**src/rtl/freq_shift.sv**
```systemverilog
// freq_shift: complex mixer that multiplies an IQ stream by sig_gen's cos/sin (up-shift, or conjugate down-shift with FREQ_SHIFT_CONJ_EN).
// Latency 3 clk fire-to-valid, 1 sample/clk; an output stall freezes every stage and both input readies drop.
module freq_shift #(
  parameter int N_BITS   = 8,
  parameter int OUT_BITS = 8
) (
  input  logic                       clk,
  input  logic                       reset,
  input  logic signed [N_BITS-1:0]   i_in,
  input  logic signed [N_BITS-1:0]   q_in,
  input  logic                       s_axis_iq_tvalid,
  output logic                       s_axis_iq_tready,
  input  logic signed [N_BITS-1:0]   cosine,
  input  logic signed [N_BITS-1:0]   sine,
  input  logic                       nco_tvalid,
  output logic                       nco_tready,
  output logic signed [OUT_BITS-1:0] i_out,
  output logic signed [OUT_BITS-1:0] q_out,
  output logic                       m_axis_tvalid,
  input  logic                       m_axis_tready
);

  localparam int PW = 2 * N_BITS;
  localparam int SW = PW + 1;
  localparam int RW = PW + 2;

  localparam logic signed [RW-1:0] RND  = RW'(1) <<< (N_BITS - 2);
  localparam logic signed [RW-1:0] MAXV = (RW'(1) <<< (OUT_BITS - 1)) - RW'(1);
  localparam logic signed [RW-1:0] MINV = ~MAXV;

  logic en;
  logic fire;

  logic signed [PW-1:0] p_ic, p_qs, p_is, p_qc;
  logic                 v1;
  logic signed [SW-1:0] s_i, s_q;
  logic                 v2;
  logic signed [OUT_BITS-1:0] r_i, r_q;

  // en is held low in reset so the readies are already 0 during reset
  assign en               = !reset && (!m_axis_tvalid || m_axis_tready);
  assign s_axis_iq_tready = en && nco_tvalid;
  assign nco_tready       = en && s_axis_iq_tvalid;
  assign fire             = en && s_axis_iq_tvalid && nco_tvalid;

  function automatic logic signed [OUT_BITS-1:0] rnd_sat(input logic signed [SW-1:0] s);
    logic signed [RW-1:0] r;
    r = (RW'(s) + RND) >>> (N_BITS - 1);
    if (r > MAXV)
      return MAXV[OUT_BITS-1:0];
    else if (r < MINV)
      return MINV[OUT_BITS-1:0];
    else
      return r[OUT_BITS-1:0];
  endfunction

  always_comb begin
    r_i = rnd_sat(s_i);
    r_q = rnd_sat(s_q);
  end

  // stage 1: four products
  always_ff @(posedge clk) begin
    if (reset) begin
      p_ic <= '0;
      p_qs <= '0;
      p_is <= '0;
      p_qc <= '0;
      v1   <= 1'b0;
    end else if (en) begin
      p_ic <= PW'(i_in) * PW'(cosine);
      p_qs <= PW'(q_in) * PW'(sine);
      p_is <= PW'(i_in) * PW'(sine);
      p_qc <= PW'(q_in) * PW'(cosine);
      v1   <= fire;
    end
  end

  // stage 2: complex combine; the conjugate build mixes by e^{-jwn}
  always_ff @(posedge clk) begin
    if (reset) begin
      s_i <= '0;
      s_q <= '0;
      v2  <= 1'b0;
    end else if (en) begin
`ifdef FREQ_SHIFT_CONJ_EN
      s_i <= SW'(p_ic) + SW'(p_qs);
      s_q <= SW'(p_qc) - SW'(p_is);
`else
      s_i <= SW'(p_ic) - SW'(p_qs);
      s_q <= SW'(p_is) + SW'(p_qc);
`endif
      v2  <= v1;
    end
  end

  // stage 3: round half up, saturate, present
  always_ff @(posedge clk) begin
    if (reset) begin
      i_out         <= '0;
      q_out         <= '0;
      m_axis_tvalid <= 1'b0;
    end else if (en) begin
      i_out         <= r_i;
      q_out         <= r_q;
      m_axis_tvalid <= v2;
    end
  end

endmodule

```
**config.mk**
```make
export PLATFORM = sky130hd
export DESIGN_NAME = freq_shift
export DESIGN_NICKNAME = d
export VERILOG_FILES = /design/src/rtl/freq_shift.sv
export SDC_FILE = /design/constraint.sdc
export NUM_CORES = 1
export LEC_CHECK = 0
export ABC_AREA = 0
export CAP_MARGIN = 20
export CORE_UTILIZATION = 59
export CTS_CLUSTER_SIZE = 40
export DETAILED_ROUTE_END_ITERATION = 8
export GPL_TIMING_DRIVEN = 0
export HOLD_SLACK_MARGIN = 0.06
export PLACE_DENSITY = 0.77
export SYNTH_ARGS = -nofsm -noshare
export SYNTH_HDL_FRONTEND = slang
export SYNTH_SLANG_ARGS = --single-unit
```
**constraint.sdc**
```tcl
create_clock -name clk -period 7.49 [get_ports clk]
set_input_delay 1.8725 -clock clk [delete_from_list [all_inputs] [get_ports clk]]
set_output_delay 1.8725 -clock clk [all_outputs]
set_load 0.1 [all_outputs]
```
==> flow_summary.yaml, run 1 <==
synthesis:
  ys_seq_area_frac: 0.140
  syn_area_um2: 15000
  async_flop_share: 0
  synthDistinctLibCells: 63
  avgSynthCellArea_um2: 8.55
  ys_seq_elements: 105
  dominantRegCellSynth: "dfxtp_1"
  yosysWarnings: 0
  synth_nets: 2162
  synth_edf_count: 0
  synth_cells: 1757
power:
  vdd.ir_drop.worst_v: 0.000285
  pwr-share-seq: 0.156
  swShare: 0.522
  power.leakage_uw: 0.00774
  power.internal_uw: 2860
  clkPwrFrac: 0.080
  pwr_density_cell_nw_per_um2: 367
  p_comb_frac: 0.764
  switchingPower_uw: 3120
place:
  io_buffers: 55
  post-dp-hpwl_um: 31400
  placed_cells: 2142
  post-place-ws_ns: -0.211
  finalWeightedCongestion: 0.928
clocking:
  cts.path.max_buffers: 2
  cts_max_level: 3
  clk_latency_ns: 0.35
  cts_tree: "done"
  cts_buffers: 9
  cts.root.buffer_cell: "clkbuf_16"
  path_clk_slew_ns: 0.07
  clock-sinks: 105
  cts_hold_buf: 0
  post-cts-setup-buffers: 0
sta:
  setup_viol: 0
  finalHoldViolCount: 0
  slew_headroom: 0.357
  fin_crit_sh: 0.986
  rsz0062_at_grt: "true"
  min_period_ns: 7.39
  fin_setup_tns_ns: 0
  skew_ns: 0.00994
  drv_slew: 0
  worst_slack_ns: 0.102
  fmax_mhz: 135
  tightest_slew_ns: 0.962
status:
  status: "completed"
min_path:
  hp-class: "reg2reg"
  min_path_cells: 2
  hold_path_startpoint: "p_qs[14]$_SDFFE_PP0P_"
  hold_path_end: "p_qs[14]$_SDFFE_PP0P_"
grt:
  grt.total_usage: 0.311
  grt_max_degree: 18
  grt_pass1_wl_um: 62800
  antenna_found_initial: 0
  grt_overflow: 0
  grt_pass1_vias: 12300
cells_and_area:
  final_common_cell: "inv_1"
  drive_above_1_share: 0.0230
  post-route-util: 0.651
  nFillCells: 2156
  areaGrowthSynthToFinish_pct: 8.52
  layout_common_cells: "inv_1 (332), fa_1 (220), nand2_1 (194)"
  nets: 2228
  final_cell_count_no_fill: 2160
critical_path:
  cp_max_fo: 10
  cp.required_ns: 7.70
  r2r_cells: 6
  r2r-end: "s_q[11]$_SDFFE_PP0P_"
  worstSetupEndpointType: "register"
  reg2reg_slack_ns: 4.98
  crit_type: "in2reg"
  critPathArrivalTime_ns: 7.60
  r2r_start: "m_axis_tvalid$_SDFFE_PP0P_"
  start_kind: "input port"
routing:
  via_count: 12100
  firstDrtPassIters: 5
  drtAntennaViolNets: 0
  vias_per_cell: 5.58
  drc: 0
  avgRoutedWirePerCell_um: 17.7
  drt_iter0_markers: 812
  drt-total-wl_um: 38200
floorplan:
  die_w_um: 162
  die_area_um2: 26100
  dieHeight_um: 162
  rows: 58
  core-area_um2: 25000
  start_util: 0.600
  io_pins: 56
run:
  cap_violations: 0
stage by stage:
| step | cell area [um^2] | total power, uW | hold WS, ns |
|---|---|---|---|
| 5_1_grt | 16300 | 6520 | 0.478 |
| 4_1_cts | 16300 | 5930 | 0.455 |
| 2_1_floorplan | 15000 | 4230 | 0.427 |
| 3_5_place_dp | 16000 | 5430 | 0.445 |
| 3_3_place_gp | 16000 | 5300 | 0.438 |
| 6_report | 16300 | 5990 | 0.457 |
power groups by stage:
stage               combinational (uW)  sequential [uW]  clock [uW]
global route                      5060              956         505
CTS                               4520              930         478
detailed placement                4490              940           0
global placement                  4370              932           0
finish                            4570              935         479
floorplan                         3070             1160           0
cell usage after synthesis, types with 3 or more instances:
library cell / number / share of area
inv_1: 332 / 0.083
nand2b_1: 23 / 0.0096
and2_1: 172 / 0.072
nand2_1: 194 / 0.049
nor3_1: 19 / 0.0063
o211ai_1: 7 / 0.0035
o21ai_0: 17 / 0.0057
o21a_1: 13 / 0.0065
a21oi_1: 108 / 0.036
xor2_1: 25 / 0.015
o21ai_1: 30 / 0.010
o31ai_1: 6 / 0.0030
a31oi_1: 4 / 0.0017
a221o_1: 6 / 0.0040
buf_1: 5 / 0.0013
xnor2_1: 58 / 0.034
nand3_1: 39 / 0.013
or4_1: 5 / 0.0025
ha_1: 148 / 0.12
a211oi_1: 14 / 0.0070
a211o_1: 7 / 0.0041
nand4_1: 7 / 0.0029
or3_1: 3 / 0.0013
nor2_1: 32 / 0.0080
clkbuf_1: 60 / 0.015
fa_1: 220 / 0.29
dfxtp_1: 105 / 0.14
mux2_2: 5 / 0.0037
and3_1: 11 / 0.0046
a21o_1: 13 / 0.0065
nor2b_1: 31 / 0.013
layer usage:
layer	global-route usage	part of all wire
met1	0.400	0.42
met2	0.505	0.45
met3	0.0568	0.077
met4	0.152	0.052
met5	0	0
logic make-up (layout without fill, tap and decap cells):
group                      count (synthesis)  count (layout)  synth area share
AOI/OAI and AO/OA                        245             245             0.101
adders and majority gates                368             368             0.417
other                                      0               2                 0
muxes                                      5               5           0.00375
DFF                                      105             105             0.140
xor gates and xnor gates                  83              83            0.0484
buffers and inverters                    398             469            0.0995
and+or+nand+nor                          553             553             0.191
what timing repair did:
item,in CTS,in global routing
resized for setup,0,10
endpoints found under the hold margin,0,0
setup endpoints to repair,0,3
worst max-delay path by stage:
stage / from / to / cells after the start
finish: cosine[4] / p_ic[15]$_SDFFE_PP0P_ / 15
global route: sine[4] / p_is[15]$_SDFFE_PP0P_ / 18
CTS: sine[2] / p_is[15]$_SDFFE_PP0P_ / 18
detailed placement: sine[2] / p_is[15]$_SDFFE_PP0P_ / 18
global placement: sine[2] / p_is[15]$_SDFFE_PP0P_ / 18
floorplan: cosine[3] / p_qc[15]$_SDFFE_PP0P_ / 16
flip-flops by register name, indices dropped and copies added (netlist names), 8 cells and up:
signal and flops:
i_out 8, p_ic 16, p_is 16, p_qc 16, p_qs 16, q_out 8
s_i 11, s_q 11
critical path, stage by stage:
cell	delay (ns)
clkdlybuf4s50_1	0.75
clkbuf_1	0.52
and2_1	0.25
fa_1	0.49
inv_1	0.21
fa_1	0.44
fa_1	0.51
fa_1	0.59
inv_1	0.06
ha_1	0.43
and3_1	0.21
a211oi_1	0.38
a21oi_1	0.13
xnor2_1	0.61
a21oi_1	0.14
area by class of cell:
class	instances	area [um^2]	area share
Multi-Input combinational cell	1254	11400	0.701
Sequential cell	105	2100	0.129
Inverter	333	1250	0.0767
Timing Repair Buffer	55	551	0.0338
Tap cell	330	413	0.0253
Buffer	65	250	0.0154
Clock buffer	10	239	0.0147
Clock inverter	6	65.1	0.00399
Antenna cell	2	5.00	0.000307
Note: power is estimated with default switching activity, not from simulation.
==> run 2, diff against run 1 <==
CORE_MARGIN = 8   (was default)
CORE_UTILIZATION = 45   (was 59)
PLACE_DENSITY = default   (was 0.77)
==> run 2 against run 1 <==
  * Count of clock-buffer cells in the layout up 2
  * Total power up 2.0%
  * Sequential share of layout area down 0.17 points
  * Routed wire length increased by 5.9%
  * Global-route usage is 9.6 points lower
  * First-iteration DRC count decreased by 14%
  * Sequential power hardly changed
  * Sequential cell count stayed put
  * Clock power rose by 9.8%
  * Clock skew barely moved
  * Cell count increased by 5.4%
  * Largest cell class unchanged
==> flow_summary.yaml, run 2 (synthesis gave the netlist of run 1 again) <==
power:
  switchingPower_uw: 3170
  power.internal_uw: 2940
  clkPwrFrac: 0.086
  total_power_uw: 6110
  vdd.ir_drop.worst_v: 0.000215
  p_comb_frac: 0.761
  pwr-share-seq: 0.153
  pwr_density_cell_nw_per_um2: 370
  swShare: 0.519
  power.leakage_uw: 0.00780
grt:
  grt_pass1_wl_um: 66100
  grt_overflow: 0
  antenna_found_initial: 0
  grt_pass1_vias: 12200
  grt_max_degree: 17
  grt.total_usage: 0.215
routing:
  avgRoutedWirePerCell_um: 17.8
  via_count: 11700
  drt_iter0_markers: 701
  vias_per_cell: 5.12
  firstDrtPassIters: 5
  drtAntennaViolNets: 0
  drt-total-wl_um: 40500
  drc: 0
critical_path:
  crit_type: "in2reg"
  slowest_delay_ns: 0.70
  cp_cell_sequence: "clkdlybuf4s50_1 -> clkbuf_1 -> and2_1 -> ha_1 -> inv_1 -> fa_1 -> inv_1 -> fa_1 -> inv_1 -> fa_1 -> inv_1 -> ha_1 -> or2_2 -> o31ai_1 -> a21oi_1 -> a211oi_1 -> a21oi_1 -> xnor2_2 -> a21oi_1"
  critPathArrivalTime_ns: 7.38
  critPathSlowestCell: "clkdlybuf4s50_1"
  cp_max_fo: 10
  critPathMostFrequentCell: "inv_1"
  cp.required_ns: 7.70
  path_buf_inv: 6
  critPathTopFamily: "adder cells"
  reg2reg_slack_ns: 4.96
  worstSetupEndpointType: "register"
  start_kind: "input port"
sta:
  finalHoldViolCount: 0
  drv_slew: 0
  fmax_mhz: 139
  rsz0062_at_grt: "false"
  setup_viol: 0
  slew_headroom: 0.351
  fin_crit_sh: 0.958
  min_period_ns: 7.17
  skew_ns: 0.00944
  tightest_slew_ns: 0.970
min_path:
  hp-class: "reg2reg"
cells_and_area:
  areaGrowthSynthToFinish_pct: 9.94
  nets: 2228
  register_area_um2: 2100
  final_cell_count_no_fill: 2276
  nFillCells: 3269
  layout_common_cells: "inv_1 (332), fa_1 (220), nand2_1 (194)"
  post-route-util: 0.497
  final_common_cell: "inv_1"
  n_antenna_cell: 0
  drive_above_1_share: 0.0274
  multiInputGateArea_um2: 11400
clocking:
  cts.path.max_buffers: 2
  cts_max_level: 3
  path_clk_slew_ns: 0.07
  post-cts-setup-buffers: 0
  clock-sinks: 105
  cts_tree: "done"
  cts_buffers: 9
  clk_latency_ns: 0.35
  cts.root.buffer_cell: "clkbuf_16"
  cts_hold_buf: 0
place:
  post-dp-hpwl_um: 33300
  finalWeightedCongestion: 0.908
  io_buffers: 55
  placed_cells: 2260
floorplan:
  io_pins: 56
  core-area_um2: 33200
  die_w_um: 199
  start_util: 0.452
  rows: 67
  dieHeight_um: 199
  die_area_um2: 39500
run:
  cap_violations: 0
status:
  status: "completed"
## run 2: changes by cell type in the layout (fill, tap and decap cells not counted), sizes merged
cell / previous run / this run
clkinv: 3 / 2
clkinvlp: 1 / 0
clkdlybuf4s50: 55 / 54
inv: 334 / 333
diode: 2 / 0
clkbuf: 70 / 72
bufinv: 1 / 2
dlymetal6s2s: 0 / 1
## run 2: path summary, 6_finish.rpt
check,depth (start not counted),endpoint,startpoint
worst min-delay path,2,p_qs[0]$_SDFFE_PP0P_,p_qs[0]$_SDFFE_PP0P_
worst max-delay path,19,p_ic[15]$_SDFFE_PP0P_,cosine[0]
worst max register to register,6,p_qc[0]$_SDFFE_PP0P_,m_axis_tvalid$_SDFFE_PP0P_
worst min register to register,2,p_qs[0]$_SDFFE_PP0P_,p_qs[0]$_SDFFE_PP0P_
## run 2: area by class of cell
| type | instances | area share |
|---|---|---|
| buffer | 65 | 0.0155 |
| clock buffer | 12 | 0.0161 |
| clock inverter | 4 | 0.00447 |
| inverter | 333 | 0.0757 |
| multi-input combinational | 1254 | 0.693 |
| sequential | 105 | 0.127 |
| tap | 448 | 0.0340 |
| timing repair buffer | 55 | 0.0335 |
## run 2: worst reg2reg max path, delay by kind of cell, from the launching register on
family                 cells  cell delay, ns
and+or+nand+nor            2            0.26
buffers and inverters      3            1.70
AOI/OAI and AO/OA          1            0.15
DFF                        1            0.35
## run 2: power by group through the flow
stage,sequential (uW),combinational [uW],clock (uW)
3_3_place_gp,933,4510,0
6_report,932,4650,526
2_1_floorplan,1160,3070,0
4_1_cts,930,4610,532
5_1_grt,958,5190,556
3_5_place_dp,940,4570,0
## run 2: layer usage
metal	track usage	wire length, um
met3	0.0205	2050
met5	0	0
met1	0.294	18800
met4	0.0557	913
met2	0.362	18700
## run 2: metrics by stage
step / area (um^2) / hold slack [ns] / TNS (ns) / worst slack (ns)
2_1_floorplan: 15000 / 0.427 / 0 / 1.52
3_3_place_gp: 16100 / 0.438 / -0.831 / -0.291
3_5_place_dp: 16100 / 0.443 / -0.969 / -0.346
4_1_cts: 16500 / 0.452 / 0 / 0.0442
5_1_grt: 16500 / 0.478 / 0 / 0.0349
6_report: 16500 / 0.453 / 0 / 0.316
## run 2: timing repair
action | CTS | global route
endpoints found under the setup margin | 1 | 3
gates cloned | 0 | 0
gates resized for setup | 1 | 21
pin swaps | 0 | 0
